<file path="src/rtl/processor_pkg.sv">
// processor_pkg: shared constants and types for the 9-bit didactic processor.
//   DATA_WIDTH / NUM_REGS  : bus width and general register count
//   opcode_t               : defined opcodes (4..7 decode as NOP)
//   step_t                 : instruction sequencer step states
//   *_LSB / FIELD_W        : instruction field positions within IR
package processor_pkg;

   localparam int DATA_WIDTH = 9;
   localparam int NUM_REGS   = 8;

   localparam int OPC_LSB = 0;
   localparam int X_LSB   = 3;
   localparam int Y_LSB   = 6;
   localparam int FIELD_W = 3;

   typedef enum logic [FIELD_W-1:0] {
      OP_MOV  = 3'd0,
      OP_MOVI = 3'd1,
      OP_ADD  = 3'd2,
      OP_SUB  = 3'd3
   } opcode_t;

   typedef enum logic [1:0] {
      IDLE = 2'd0,
      T1   = 2'd1,
      T2   = 2'd2,
      T3   = 2'd3
   } step_t;

endpackage

</file>
<file path="src/rtl/reg_decoder_3to8.sv">
// reg_decoder_3to8: register address to one-hot select.
//   addr_i   : register index
//   en_i     : when low the output is all zeros
//   onehot_o : one-hot (or zero) register select
module reg_decoder_3to8 #(
   parameter int ADDR_W = 3,
   parameter int OUT_W  = 8
) (
   input  logic [ADDR_W-1:0] addr_i,
   input  logic              en_i,
   output logic [OUT_W-1:0]  onehot_o
);

   always_comb begin
      onehot_o = '0;
      if (en_i) onehot_o[addr_i] = 1'b1;
   end

endmodule

</file>
<file path="src/rtl/instruction_sequencer.sv">
// instruction_sequencer: multi-cycle control FSM for the 9-bit processor.
// Captures an instruction from DIN when Run is seen in IDLE, then steps
// through T1..T3 driving the shared-bus enables.
//   clock, reset : rising-edge clock, synchronous active-high reset
//   Run, DIN     : start request / instruction word (immediate in movi T1)
//   IRin         : instruction register load strobe
//   Rout, Gout, DINout : bus drivers (mutually exclusive)
//   Rin, Ain, Gin      : register / A / G load enables
//   AddSub       : ALU op, 0 = add, 1 = subtract
//   Done, Busy   : final-step pulse / not-idle status
module instruction_sequencer
   import processor_pkg::*;
#(
   parameter int DATA_WIDTH = processor_pkg::DATA_WIDTH,
   parameter int NUM_REGS   = processor_pkg::NUM_REGS
) (
   input  logic                  clock,
   input  logic                  reset,
   input  logic                  Run,
   input  logic [DATA_WIDTH-1:0] DIN,
   output logic                  IRin,
   output logic [NUM_REGS-1:0]   Rout,
   output logic                  Gout,
   output logic                  DINout,
   output logic [NUM_REGS-1:0]   Rin,
   output logic                  Ain,
   output logic                  Gin,
   output logic                  AddSub,
   output logic                  Done,
   output logic                  Busy
);

   step_t                 state_q, state_d;
   logic [DATA_WIDTH-1:0] ir_q, ir_d;

   logic [FIELD_W-1:0] opc, fx, fy;
   logic               is_arith;

   logic               rout_en, rin_en;
   logic [FIELD_W-1:0] rout_addr, rin_addr;

   assign opc      = ir_q[OPC_LSB +: FIELD_W];
   assign fx       = ir_q[X_LSB +: FIELD_W];
   assign fy       = ir_q[Y_LSB +: FIELD_W];
   assign is_arith = (opc == OP_ADD) || (opc == OP_SUB);

   // IR only ever loads in IDLE, so DIN in later steps cannot disturb it
   assign ir_d = IRin ? DIN : ir_q;

   always_ff @(posedge clock) begin
      if (reset) begin
         state_q <= IDLE;
         ir_q    <= '0;
      end else begin
         state_q <= state_d;
         ir_q    <= ir_d;
      end
   end

   always_comb begin
      state_d = state_q;
      case (state_q)
         IDLE:    if (Run) state_d = T1;
         T1:      state_d = is_arith ? T2 : IDLE;
         T2:      state_d = T3;
         T3:      state_d = IDLE;
         default: state_d = IDLE;
      endcase
   end

   // Everything is gated by reset so the datapath sees no enables while
   // reset is held, whatever state/Run happen to be.
   always_comb begin
      IRin      = 1'b0;
      Gout      = 1'b0;
      DINout    = 1'b0;
      Ain       = 1'b0;
      Gin       = 1'b0;
      AddSub    = 1'b0;
      Done      = 1'b0;
      Busy      = 1'b0;
      rout_en   = 1'b0;
      rout_addr = '0;
      rin_en    = 1'b0;
      rin_addr  = '0;
      if (!reset) begin
         Busy = (state_q != IDLE);
         case (state_q)
            IDLE: IRin = Run;
            T1: begin
               case (opc)
                  OP_MOV: begin
                     rout_en = 1'b1; rout_addr = fy;
                     rin_en  = 1'b1; rin_addr  = fx;
                     Done    = 1'b1;
                  end
                  OP_MOVI: begin
                     DINout = 1'b1;
                     rin_en = 1'b1; rin_addr = fx;
                     Done   = 1'b1;
                  end
                  OP_ADD, OP_SUB: begin
                     rout_en = 1'b1; rout_addr = fx;
                     Ain     = 1'b1;
                  end
                  default: Done = 1'b1;  // reserved opcodes behave as NOP
               endcase
            end
            T2: begin
               rout_en = 1'b1; rout_addr = fy;
               Gin     = 1'b1;
               AddSub  = (opc == OP_SUB);
            end
            T3: begin
               Gout   = 1'b1;
               rin_en = 1'b1; rin_addr = fx;
               Done   = 1'b1;
            end
            default: ;
         endcase
      end
   end

   reg_decoder_3to8 #(.ADDR_W(FIELD_W), .OUT_W(NUM_REGS)) u_rout_dec (
      .addr_i   (rout_addr),
      .en_i     (rout_en),
      .onehot_o (Rout)
   );

   reg_decoder_3to8 #(.ADDR_W(FIELD_W), .OUT_W(NUM_REGS)) u_rin_dec (
      .addr_i   (rin_addr),
      .en_i     (rin_en),
      .onehot_o (Rin)
   );

endmodule

</file>
<file path="config.mk">
export PLATFORM = sky130hd
export DESIGN_NAME = instruction_sequencer
export DESIGN_NICKNAME = d
export VERILOG_FILES = /design/src/rtl/processor_pkg.sv /design/src/rtl/reg_decoder_3to8.sv /design/src/rtl/instruction_sequencer.sv
export SDC_FILE = /design/constraint.sdc
export NUM_CORES = 1
export LEC_CHECK = 0
export CAP_MARGIN = 20
export CORE_MARGIN = 2
export CORE_UTILIZATION = 41
export DETAILED_ROUTE_END_ITERATION = 10
export PLACE_DENSITY = 0.78
export SETUP_SLACK_MARGIN = 0.4
export SLEW_MARGIN = 0
export SYNTH_ARGS = -nofsm -noshare
export SYNTH_HDL_FRONTEND = slang
export SYNTH_HIERARCHICAL = 1
export SYNTH_SLANG_ARGS = --single-unit
export TNS_END_PERCENT = 20
</file>
<file path="constraint.sdc">
create_clock -name clock -period 2.3 [get_ports clock]
set_input_delay 0.345 -clock clock [delete_from_list [all_inputs] [get_ports clock]]
set_output_delay 0.345 -clock clock [all_outputs]
set_load 0.05 [all_outputs]
</file>
==> summary.md <==
The flow ran to the end, but the final reports show violations. The final reports fail on negative setup slack. The highest clock rate is 0.387 GHz. The number of nets handed over by synthesis was 119.

After synthesis the cells add up to 832 µm². The switching fraction of total power works out to 0.382. The clock passes through at most 2 buffers. The number of endpoints failing setup at the final stage is 16, and the pin count of the biggest net entering global routing is 19.

The first TritonRoute pass finished after 4 iterations. The initial antenna violation count is 0. The run gives 0.664 nW as the reported leakage power. Once detail routing completed, the nets flagged for antenna violations numbered 0.

In this run, CTS created clock tree buffers numbering 3. The final count of hold timing violations came out at 0. The total power per unit cell area was 347 nW/µm²; the worst relative slew slack was 0.744.

The average via count per standard cell was 5.91. The congestion estimate from routability-driven global placement came to 0.823. In this run the worst path has a maximum fanout of 8.

The run gives 1046 as the total number of vias. By area the synthesized netlist is led by sky130_fd_sc_hd__dfxtp_1 (26%), sky130_fd_sc_hd__nand2_1 (12%), sky130_fd_sc_hd__ha_1 (7.5%), sky130_fd_sc_hd__and4b_2 (6.8%), sky130_fd_sc_hd__a21oi_1 (6.6%). In the final routed layout, each cell accounts on average for 21.4 µm. The slew at the pin closest to its max-slew limit works out to 0.385 ns. The utilization after layout was 0.912; the worst clock skew was 0.00602 ns. The core region is 1940 µm². Dividing the synthesized area by the synthesized cell count gives 8.16 µm². The detailed router finished its first iteration with 39 violations.

The tools report the number of antenna repair diodes as 0. CTS placed an instance of sky130_fd_sc_hd__clkbuf_4 at the clock tree root. The fraction of power consumed by sequential logic is 0.361, and the number of flops mapped to enable cells by yosys is 0. The run gives 0.428 as the effective utilization at floorplan.

The run gives 1770 µm² as the final design area excluding fillers. Counting cells, the worst reg-to-reg path comes to 7. Max capacitance violation total: 0. In the synthesized netlist the dominant register cell turns out to be sky130_fd_sc_hd__dfxtp_1. Clock share of power: 0.255. The async set-or-reset flop fraction in the synthesized netlist is 0, and the detailed-route DRC error count is 0.

The run gives 0.308 as the global-route total usage across every layer. The I/O pin count was 36; the cell count after synthesis was 102. The critical path in this run is classified as flip-flop to output pin. The biggest area contributor in the post-synthesis netlist is sky130_fd_sc_hd__dfxtp_1. Excluding fillers, the count of instances in the completed layout stands at 177.

Die area: 2410 µm². The die is 49.1 µm wide. From synthesis to final layout, the design area changed by 113%. The area share of the largest cell type after synthesis is 0.265. For the half-perimeter wire length after placement, the log shows 1.94 mm.

The worst-case IR drop observed on VDD is 0.404 mV. The level count of the clock H-tree is 1. The worst setup slack before clock tree synthesis came out at 0.0125 ns. The final layout contains 168 nets. The number of different library cells used by synthesis comes to 29.

The library cell used most frequently in the layout, excluding fill and tap cells, is sky130_fd_sc_hd__buf_12. The worst register-to-register path has a setup slack of 0.61 ns. The run gives 1.96 ns as the critical path required time.

The post-synthesis register bit count was 11; the instance area after placement was 1570 µm². Yosys printed 6 warnings. The share of the clock period used by the worst path after layout was 1.12. In the final timing run, aggregate negative setup slack is -4.07 ns. Measured along the y axis, the die boundary spans 49.1 µm. The worst path setup slack after routing is -0.281 ns. The worst setup path is launched from a flip-flop. The min-delay analysis places its worst path in the category flip-flop to flip-flop.

In this run the power spent charging and discharging nets is 0.234 mW. The startpoint identified for the worst hold timing path is ir_q[4]$_SDFFE_PP0P_. The library cells used most frequently in the layout, excluding fill and tap cells, are sky130_fd_sc_hd__buf_12 (24), sky130_fd_sc_hd__nand2_1 (19), sky130_fd_sc_hd__a21oi_1 (10), sky130_fd_sc_hd__clkdlybuf4s50_1 (10). The overall power after layout came out at 0.614 mW. The internal portion of total power came out at 0.380 mW. In this run, post-CTS hold repair placed 0 buffers. The layout cell share with drive strength beyond 1 was 0.587.

End point of the critical path: Rin[4]. The quantity of I/O buffers inserted on ports was 35; the portion of the post-synthesis area used by sequential elements was 0.265. The tools report the number of placement rows as 16. The worst slack on hold paths came out at 0.515 ns. The final layout contains routed wiring with a total length of 3.79 mm. The arrival time at the worst endpoint came out at 2.24 ns. Setup repair after global routing could not meet its margin everywhere. The first global-routing pass estimated 5.49 mm of wire. For the total count of max-transition violations in the final report, the log shows 0. The later pin in the worst-skew pair is clocked with a latency of 0.30 ns. After detailed placement, the design holds a cell count of 168. Counting every sink on the clock net gives 11. The worst setup path is captured at an output pin. The number of global-route vias before repair is 1049, and the clock-pin transition on the worst setup and hold timing paths is 0.09 ns. The total overflow left after global routing is 0.

TritonCTS built the clock tree. Combinational power share: 0.384. The routed design could run at a clock period as short as 2.58 ns. In this run the critical register-to-register path is captured at ir_q[6]$_SDFFE_PP0P_.
[power groups by stage]
stage,sequential [mW],combinational [mW],clock (mW)
final,0.222,0.236,0.156
after global routing,0.222,0.245,0.166
after CTS,0.219,0.204,0.153
after detailed placement,0.221,0.184,0
after global placement,0.220,0.177,0
after floorplan,0.217,0.107,0
[repair_timing]
action,CTS,global route
resized for setup,22,14
endpoints found under the setup margin,21,23
buffers inserted,3,2
pin swaps,5,7
[flip-flops by register name (all words and copies together) (netlist names), named ones only]
register  flops
ir_q          9
state_q       1
[area by class of cell]
| cell class | instances | area [µm²] |
|---|---|---|
| multi-input cells | 85 | 777 |
| clock buffers | 4 | 26.3 |
| flip-flops and latches | 11 | 225 |
| inverters | 3 | 13.8 |
| repair buffers | 47 | 694 |
| well taps | 27 | 33.8 |
| fillers | 72 | 171 |
[kinds of logic after synthesis]
| group | synth area share |
|---|---|
| DFF | 0.265 |
| AOI/OAI and AO/OA | 0.150 |
| and+or+nand+nor | 0.481 |
| adders and majority gates | 0.0752 |
| buffers and inverters | 0.0286 |
[worst max-delay path: stages, from the launching register on]
cell                       delay (ns)
sky130_fd_sc_hd__dfxtp_2         0.35
sky130_fd_sc_hd__inv_4           0.08
sky130_fd_sc_hd__ha_4            0.13
sky130_fd_sc_hd__or3b_4          0.41
sky130_fd_sc_hd__a21oi_2         0.26
sky130_fd_sc_hd__and2_2          0.28
sky130_fd_sc_hd__and4bb_2        0.29
sky130_fd_sc_hd__buf_12          0.15
[Yosys cell counts, types with 3 or more instances]
library cell / n
sky130_fd_sc_hd__o22ai_1: 3
sky130_fd_sc_hd__nor2_1: 6
sky130_fd_sc_hd__and2_1: 4
sky130_fd_sc_hd__nor2b_1: 3
sky130_fd_sc_hd__dfxtp_1: 11
sky130_fd_sc_hd__nand2_1: 26
sky130_fd_sc_hd__and4b_2: 5
sky130_fd_sc_hd__inv_1: 3
sky130_fd_sc_hd__a21oi_1: 11
sky130_fd_sc_hd__ha_1: 5
sky130_fd_sc_hd__and4bb_2: 4
[worst min-delay path by stage]
stage	endpoint	cells after the start
6_report	ir_q[4]$_SDFFE_PP0P_	2
3_5_place_dp	ir_q[6]$_SDFFE_PP0P_	2
3_3_place_gp	ir_q[7]$_SDFFE_PP0P_	2
2_1_floorplan	ir_q[6]$_SDFFE_PP0P_	2
4_1_cts	ir_q[6]$_SDFFE_PP0P_	2
5_1_grt	ir_q[1]$_SDFFE_PP0P_	2
[metal layers]
layer	routed length, µm	GRT usage	up-vias
met5	0	0	-
met4	133	0.157	0
met3	245	0.0675	15
met2	1910	0.553	72
met1	1510	0.338	498
li1	-	-	461
Note: power is estimated with default switching activity, not from simulation.
